<file path="src/rtl/cpu_run_monitor_if.sv">
// CPU run-monitor bus: sampled CPU state in, run status and trace read out.
// CPU_MON_PC_RANGE_EN adds the pc_lo/pc_hi window bounds.
interface cpu_run_monitor_if #(
  parameter int ADDR_WIDTH  = 32,
  parameter int INSTR_WIDTH = 32,
  parameter int TRACE_DEPTH = 16,
  parameter int CNT_WIDTH   = 16
);
  localparam int IW = $clog2(TRACE_DEPTH);

  logic                   start;
  logic [ADDR_WIDTH-1:0]  pc;
  logic [INSTR_WIDTH-1:0] instruction;
  logic                   running;
  logic                   done;
  logic [2:0]             halt_reason;
  logic [CNT_WIDTH-1:0]   cycle_count;
  logic [ADDR_WIDTH-1:0]  halt_pc;
  logic [IW-1:0]          trace_rd_idx;
  logic [ADDR_WIDTH-1:0]  trace_rd_pc;
  logic [INSTR_WIDTH-1:0] trace_rd_instr;
  logic [IW:0]            trace_count;
`ifdef CPU_MON_PC_RANGE_EN
  logic [ADDR_WIDTH-1:0]  pc_lo;
  logic [ADDR_WIDTH-1:0]  pc_hi;
`endif

  modport master (
`ifdef CPU_MON_PC_RANGE_EN
    output pc_lo,
    output pc_hi,
`endif
    output start,
    output pc,
    output instruction,
    output trace_rd_idx,
    input  running,
    input  done,
    input  halt_reason,
    input  cycle_count,
    input  halt_pc,
    input  trace_rd_pc,
    input  trace_rd_instr,
    input  trace_count
  );

  modport slave (
`ifdef CPU_MON_PC_RANGE_EN
    input  pc_lo,
    input  pc_hi,
`endif
    input  start,
    input  pc,
    input  instruction,
    input  trace_rd_idx,
    output running,
    output done,
    output halt_reason,
    output cycle_count,
    output halt_pc,
    output trace_rd_pc,
    output trace_rd_instr,
    output trace_count
  );
endinterface

</file>
<file path="src/rtl/cpu_run_monitor.sv">
// Run-control and trace monitor: syscall / self-loop / timeout halts + trace ring.
// CPU_MON_PC_RANGE_EN enables the out-of-range PC halt (reason 4).
module cpu_run_monitor #(
  parameter int ADDR_WIDTH     = 32,
  parameter int INSTR_WIDTH    = 32,
  parameter int TRACE_DEPTH    = 16,
  parameter int CNT_WIDTH      = 16,
  parameter int TIMEOUT_CYCLES = 100,
  parameter int LOOP_LIMIT     = 3
) (
  input logic               clk,
  input logic               reset_n,
  cpu_run_monitor_if.slave  mon
);
  localparam int IW = $clog2(TRACE_DEPTH);

  typedef enum logic [1:0] {
    S_IDLE,
    S_RUN,
    S_DONE
  } state_e;

  localparam logic [2:0] R_NONE  = 3'd0;
  localparam logic [2:0] R_SYS   = 3'd1;
  localparam logic [2:0] R_LOOP  = 3'd2;
  localparam logic [2:0] R_TMO   = 3'd3;
`ifdef CPU_MON_PC_RANGE_EN
  localparam logic [2:0] R_RANGE = 3'd4;
`endif

  localparam logic [IW:0]          TC_MAX = (IW+1)'(TRACE_DEPTH);
  localparam logic [CNT_WIDTH-1:0] L_LIM  = CNT_WIDTH'(LOOP_LIMIT);
  localparam logic [CNT_WIDTH-1:0] T_LIM  = CNT_WIDTH'(TIMEOUT_CYCLES);
  localparam logic [CNT_WIDTH-1:0] ONE    = CNT_WIDTH'(1);

  state_e                 state_q, state_d;
  logic [CNT_WIDTH-1:0]   cycle_q, cycle_d;
  logic [CNT_WIDTH-1:0]   loop_q, loop_d;
  logic [IW:0]            tcnt_q, tcnt_d;
  logic [IW-1:0]          wr_ptr_q, wr_ptr_d;
  logic [ADDR_WIDTH-1:0]  prev_pc_q, prev_pc_d;
  logic [ADDR_WIDTH-1:0]  halt_pc_q, halt_pc_d;
  logic [2:0]             reason_q, reason_d;
  logic                   running_q, running_d;
  logic                   done_q, done_d;

  logic                   wr_en;
  logic [CNT_WIDTH-1:0]   cycle_nx;
  logic [CNT_WIDTH-1:0]   loop_nx;
  logic                   is_sys;
  logic                   is_loop;
  logic                   is_tmo;
  logic                   out_rng;
  logic [IW-1:0]          rd_phys;

  logic [ADDR_WIDTH-1:0]  tr_pc_q  [TRACE_DEPTH];
  logic [INSTR_WIDTH-1:0] tr_ins_q [TRACE_DEPTH];

  // Halt conditions, evaluated against this cycle's sample
  assign cycle_nx = cycle_q + ONE;
  assign loop_nx  = (cycle_q != '0 && mon.pc == prev_pc_q)
                  ? loop_q + ONE : ONE;
  assign is_sys   = (mon.instruction[31:26] == 6'h00)
                 && (mon.instruction[5:0] == 6'h0C);
  assign is_loop  = (loop_nx == L_LIM);
  assign is_tmo   = (cycle_nx == T_LIM);
`ifdef CPU_MON_PC_RANGE_EN
  assign out_rng  = (mon.pc < mon.pc_lo) || (mon.pc > mon.pc_hi);
`else
  assign out_rng  = 1'b0;
`endif

  always_comb begin
    state_d   = state_q;
    cycle_d   = cycle_q;
    loop_d    = loop_q;
    tcnt_d    = tcnt_q;
    wr_ptr_d  = wr_ptr_q;
    prev_pc_d = prev_pc_q;
    halt_pc_d = halt_pc_q;
    reason_d  = reason_q;
    wr_en     = 1'b0;
    unique case (state_q)
      S_IDLE, S_DONE: begin
        if (mon.start) begin
          state_d   = S_RUN;
          cycle_d   = '0;
          loop_d    = '0;
          tcnt_d    = '0;
          wr_ptr_d  = '0;
          halt_pc_d = '0;
          reason_d  = R_NONE;
        end
      end
      S_RUN: begin
        wr_en     = 1'b1;
        wr_ptr_d  = wr_ptr_q + 1'b1;
        tcnt_d    = (tcnt_q == TC_MAX) ? tcnt_q : tcnt_q + 1'b1;
        cycle_d   = cycle_nx;
        loop_d    = loop_nx;
        prev_pc_d = mon.pc;
        if (is_sys || out_rng || is_loop || is_tmo) begin
          state_d   = S_DONE;
          halt_pc_d = mon.pc;
          if (is_sys)        reason_d = R_SYS;
`ifdef CPU_MON_PC_RANGE_EN
          else if (out_rng)  reason_d = R_RANGE;
`endif
          else if (is_loop)  reason_d = R_LOOP;
          else               reason_d = R_TMO;
        end
      end
      default: state_d = S_IDLE;
    endcase
    running_d = (state_d == S_RUN);
    done_d    = (state_d == S_DONE);
  end

  always_ff @(posedge clk) begin
    if (!reset_n) begin
      state_q   <= S_IDLE;
      cycle_q   <= '0;
      loop_q    <= '0;
      tcnt_q    <= '0;
      wr_ptr_q  <= '0;
      prev_pc_q <= '0;
      halt_pc_q <= '0;
      reason_q  <= R_NONE;
      running_q <= 1'b0;
      done_q    <= 1'b0;
    end else begin
      state_q   <= state_d;
      cycle_q   <= cycle_d;
      loop_q    <= loop_d;
      tcnt_q    <= tcnt_d;
      wr_ptr_q  <= wr_ptr_d;
      prev_pc_q <= prev_pc_d;
      halt_pc_q <= halt_pc_d;
      reason_q  <= reason_d;
      running_q <= running_d;
      done_q    <= done_d;
    end
  end

  // Trace storage is deliberately left unreset
  always_ff @(posedge clk) begin
    if (reset_n && wr_en) begin
      tr_pc_q[wr_ptr_q]  <= mon.pc;
      tr_ins_q[wr_ptr_q] <= mon.instruction;
    end
  end

  assign rd_phys = wr_ptr_q - tcnt_q[IW-1:0] + mon.trace_rd_idx;

  assign mon.trace_rd_pc    = tr_pc_q[rd_phys];
  assign mon.trace_rd_instr = tr_ins_q[rd_phys];
  assign mon.trace_count    = tcnt_q;
  assign mon.running        = running_q;
  assign mon.done           = done_q;
  assign mon.halt_reason    = reason_q;
  assign mon.cycle_count    = cycle_q;
  assign mon.halt_pc        = halt_pc_q;
endmodule

</file>
<file path="src/flat_wrapper.sv">
// flat-port wrapper written by rule: the top's interface ports become plain ports
module cpu_run_monitor_flat 
#(
  parameter int ADDR_WIDTH     = 32,
  parameter int INSTR_WIDTH    = 32,
  parameter int TRACE_DEPTH    = 16,
  parameter int CNT_WIDTH      = 16,
  parameter int TIMEOUT_CYCLES = 100,
  parameter int LOOP_LIMIT     = 3
)
  (clk, reset_n, mon_start, mon_pc, mon_instruction, mon_trace_rd_idx, mon_running, mon_done, mon_halt_reason, mon_cycle_count, mon_halt_pc, mon_trace_rd_pc, mon_trace_rd_instr, mon_trace_count);
  cpu_run_monitor_if #(.ADDR_WIDTH(ADDR_WIDTH), .INSTR_WIDTH(INSTR_WIDTH), .TRACE_DEPTH(TRACE_DEPTH), .CNT_WIDTH(CNT_WIDTH)) mon_i ();
  input logic clk;
  input logic reset_n;
  input wire logic [$bits(mon_i.start)-1:0] mon_start;
  input wire logic [$bits(mon_i.pc)-1:0] mon_pc;
  input wire logic [$bits(mon_i.instruction)-1:0] mon_instruction;
  input wire logic [$bits(mon_i.trace_rd_idx)-1:0] mon_trace_rd_idx;
  output wire logic [$bits(mon_i.running)-1:0] mon_running;
  output wire logic [$bits(mon_i.done)-1:0] mon_done;
  output wire logic [$bits(mon_i.halt_reason)-1:0] mon_halt_reason;
  output wire logic [$bits(mon_i.cycle_count)-1:0] mon_cycle_count;
  output wire logic [$bits(mon_i.halt_pc)-1:0] mon_halt_pc;
  output wire logic [$bits(mon_i.trace_rd_pc)-1:0] mon_trace_rd_pc;
  output wire logic [$bits(mon_i.trace_rd_instr)-1:0] mon_trace_rd_instr;
  output wire logic [$bits(mon_i.trace_count)-1:0] mon_trace_count;
  assign mon_i.start = mon_start;
  assign mon_i.pc = mon_pc;
  assign mon_i.instruction = mon_instruction;
  assign mon_i.trace_rd_idx = mon_trace_rd_idx;
  assign mon_running = mon_i.running;
  assign mon_done = mon_i.done;
  assign mon_halt_reason = mon_i.halt_reason;
  assign mon_cycle_count = mon_i.cycle_count;
  assign mon_halt_pc = mon_i.halt_pc;
  assign mon_trace_rd_pc = mon_i.trace_rd_pc;
  assign mon_trace_rd_instr = mon_i.trace_rd_instr;
  assign mon_trace_count = mon_i.trace_count;
  cpu_run_monitor #(.ADDR_WIDTH(ADDR_WIDTH), .INSTR_WIDTH(INSTR_WIDTH), .TRACE_DEPTH(TRACE_DEPTH), .CNT_WIDTH(CNT_WIDTH), .TIMEOUT_CYCLES(TIMEOUT_CYCLES), .LOOP_LIMIT(LOOP_LIMIT)) u_core (.clk(clk), .reset_n(reset_n), .mon(mon_i));
endmodule
</file>
<file path="config.mk">
export PLATFORM = sky130hd
export DESIGN_NAME = cpu_run_monitor_flat
export DESIGN_NICKNAME = d
export VERILOG_FILES = /design/src/rtl/cpu_run_monitor_if.sv /design/src/rtl/cpu_run_monitor.sv /design/src/flat_wrapper.sv
export SDC_FILE = /design/constraint.sdc
export NUM_CORES = 1
export LEC_CHECK = 0
export ABC_AREA = 1
export ABC_CLOCK_PERIOD_IN_PS = 8700
export CORE_ASPECT_RATIO = 0.7
export CORE_MARGIN = 2
export CORE_UTILIZATION = 45
export DETAILED_ROUTE_END_ITERATION = 10
export GPL_ROUTABILITY_DRIVEN = 0
export SETUP_SLACK_MARGIN = 0.02
export SYNTH_ARGS = -nofsm -noshare
export SYNTH_HDL_FRONTEND = slang
export SYNTH_SLANG_ARGS = --single-unit
</file>
<file path="constraint.sdc">
create_clock -name clk -period 8.7 [get_ports clk]
set_input_delay 2.61 -clock clk [delete_from_list [all_inputs] [get_ports clk]]
set_output_delay 2.61 -clock clk [all_outputs]
set_load 0.005 [all_outputs]
</file>
==> reports/results.ini <==
[placement]
hpwl_um = 66400
dp_slack_ns = -0.397
port-buffer-count = 191

[floorplanning]
start_util_pct = 45.2
core_mm2 = 0.104
ios = 193
die_h_um = 274
die_w_um = 390
core.rowCount = 99
die_area_mm2 = 0.107

[worst_setup_path]
cp-end-kind = output pin
r2r_cells = 8
crit_fanout = 28
worstReg2RegEnd = u_core.tr_ins_q[11][1]$_DFFE_PP_
regToRegSetupSlack_ns = 5.02
critical_path_class = in2out
crit_required_ns = 6.09
crit_arrival_ns = 6.11
r2r-start = u_core.state_q[0]$_SDFF_PN0_
start_kind = input port

[finish]
multi_input_area_mm2 = 0.0119
fin_nets = 3987
diodes = 0
drive_above_1_share_pct = 12.8
regArea_mm2 = 0.0330
fillerInstances = 8681
syn_to_final_growth_pct = 19.0

[min_path]
hp-start = u_core.mon.halt_pc[3]$_SDFFE_PN0P_
hold_path.class = reg2reg
min_to = u_core.mon.halt_pc[3]$_SDFFE_PN0P_
holdPathStages = 2

[global_routing]
gr-total-overflow = 0
grt_pass1_wl_um = 179000
track_usage_pct = 22.3
grt_max_degree = 102
antenna_found_initial = 1
grt_pass1_vias = 27900

[timing]
whs_ns = 0.471
fmax_mhz = 115
hold_violations = 0
period_minus_slack_ns = 8.72
final_min_period_over_clock_period_pct = 100
setup_ws_ns = -0.0168
slew_viol_final = 0
skew_ns = 0.0179
worst_pin_slew_ns = 1.18
finalSetupViolCount = 2
max_slew_margin_pct = 21.2
grt_setup_unrepaired = yes

[yosys]
synth_edf_count = 1024
synth_fp_nets = 3729
syn-mean-instance-area_um2 = 12.9
ys.flop_type = edfxtp_1
synth_warnings = 0
synthTopCellsByArea = edfxtp_1 66%, mux2i_1 5.5%, dfxtp_1 4.7%, o21ai_0 4.6%, a21oi_1 3.9%
synth_common_cells = 1024 x edfxtp_1, 434 x o21ai_0, 374 x inv_1
yosysMostFrequentCell = edfxtp_1
synthCells = 3642
synth_top_area_share_pct = 65.6
yosys.area.top_type = edfxtp_1
synth_seq_area_share_pct = 70.3
synth_seq_cells = 1135
yosys.cell_types.count = 49
syn_area_mm2 = 0.0469
synthArstFlopShare_pct = 0

[drt]
detail-route-antenna-nets = 0
drt_iter0_drc = 2591
drc = 0
routedWlPerCell_um = 22.7
viasPerCell = 5.46
vias = 29200
wl_um = 122000
first_pass_iters = 5

[clock_tree]
clockRootBuffer = clkbuf_16
tritoncts = done
numCtsBuffers = 106
h-tree-depth = 3
cts.sinks = 1135
worst_setup_hold_path_clk_slew_ns = 0.06
insertion_delay_ns = 0.71
clockBufferDepth = 3

[pwr]
p_sw_share_pct = 29.0
p_leak_nw = 19.9
seq_power_share_pct = 40.9
power.share.clock_pct = 32.8
combPwrFrac_pct = 26.3
p_switching_mw = 4.26
internal_power_mw = 10.4
p_per_area_mw_per_mm2 = 263
finalPower_mw = 14.7
vdd_drop_max_uv = 169

[status]
status = finished with violations
violations = setup timing

[flow_run]
maxCapViolCount = 0

worst max path at each step:
stage	start	end	slack, ns	cells past startpoint
2_1_floorplan	mon_trace_rd_idx[1]	mon_trace_rd_instr[25]	1.05	12
3_3_place_gp	mon_trace_rd_idx[1]	mon_trace_rd_pc[19]	-0.42	12
3_5_place_dp	mon_trace_rd_idx[1]	mon_trace_rd_pc[19]	-0.40	12
4_1_cts	mon_trace_rd_idx[1]	mon_trace_rd_pc[3]	-0.04	11
5_1_grt	mon_trace_rd_idx[1]	mon_trace_rd_pc[19]	-0.16	12
6_report	mon_trace_rd_idx[1]	mon_trace_rd_instr[5]	-0.02	11
cell families (layout without fill, tap and decap cells):
family / after synthesis / count (layout) / synth area share (%)
flip-flops: 1135 / 1135 / 70.3
AO/OA/AOI/OAI: 1051 / 1051 / 12.5
buffers and inverters: 605 / 952 / 5.10
AND/OR/NAND/NOR: 544 / 544 / 5.48
multiplexers: 256 / 256 / 5.46
XOR/XNOR: 34 / 34 / 0.667
adder cells (fa/ha/maj): 16 / 16 / 0.475
other: 1 / 1 / 0.00800
power by group through the flow:
| stage | Combinational [mW] | Sequential [mW] | Clock [mW] |
|---|---|---|---|
| 3_5_place_dp | 3.72 | 6.12 | 0 |
| 6_report | 3.85 | 6.00 | 4.81 |
| 2_1_floorplan | 1.88 | 6.12 | 0 |
| 3_3_place_gp | 3.71 | 6.12 | 0 |
| 4_1_cts | 3.80 | 6.00 | 4.90 |
| 5_1_grt | 4.19 | 6.01 | 5.11 |
cell usage in the layout (no fill, tap or decap), types with 17 or more instances in the layout:
master / count
xor2_1: 25
buf_4: 122
clkinv_2: 18
o21ai_1: 36
clkbuf_16: 109
a21oi_1: 351
edfxtp_1: 1024
mux2i_1: 256
nand2_1: 289
buf_12: 58
nand3_2: 32
dlymetal6s2s_1: 17
o21ai_0: 400
nor2_1: 75
clkdlybuf4s50_1: 157
clkinv_1: 22
a21oi_2: 43
o211ai_1: 129
inv_1: 372
nand3_1: 76
dfxtp_1: 111
nor2_4: 27
a31oi_1: 43
a31oi_2: 19
clkbuf_1: 19
metrics by stage:
stage                     instances  utilization, %  cell area, um2  setup TNS, ns
final                          5352            53.8           55800        -0.0268
after global routing           5352            53.8           55800          -2.06
after CTS                      5343            53.5           55500         -0.193
after detailed placement       5142            49.8           51700         -0.872
after global placement         5142            49.8           51700         -0.757
after floorplan                3642               -           46900              0
what timing repair did:
item / CTS / global route
cloned: 1 / 3
gates resized for setup: 36 / 80
pin swaps: 2 / 6
endpoints found under the setup margin: 40 / 53
hold buffers: 0 / 0
buffers inserted: 3 / 6
sequential cells by signal (all words and copies together) (netlist names), 4 cells and up:
signal	count
u_core.prev_pc_q	32
u_core.tr_ins_q	512
u_core.mon.halt_pc	32
u_core.tr_pc_q	512
u_core.mon.trace_count	5
u_core.loop_q	16
u_core.mon.cycle_count	16
u_core.wr_ptr_q	4
final cells by class:
| class | instances | share of cell area (%) |
|---|---|---|
| multi-input cells | 1902 | 21.4 |
| clock inverters | 65 | 1.39 |
| well taps | 1363 | 3.06 |
| flip-flops and latches | 1135 | 59.1 |
| inverters | 385 | 2.61 |
| clock buffers | 132 | 5.05 |
| repair buffers | 370 | 7.40 |
layer usage:
layer	track usage, %	up-vias	routed length [um]
li1	-	13800	-
met1	33.1	14500	56900
met2	34.2	782	54600
met4	4.68	0	2240
met5	0	-	0
met3	4.32	133	7820
critical path: stages:
cell             delay [ns]
clkdlybuf4s50_1        0.45
inv_1                  0.05
fa_1                   0.49
fa_4                   0.92
inv_8                  0.13
bufbuf_16              0.34
o21ai_0                0.17
nand2_1                0.08
a31oi_1                0.17
buf_4                  0.16
clkdlybuf4s50_1        0.50
No activity file was read; power rests on OpenSTA's default activity.
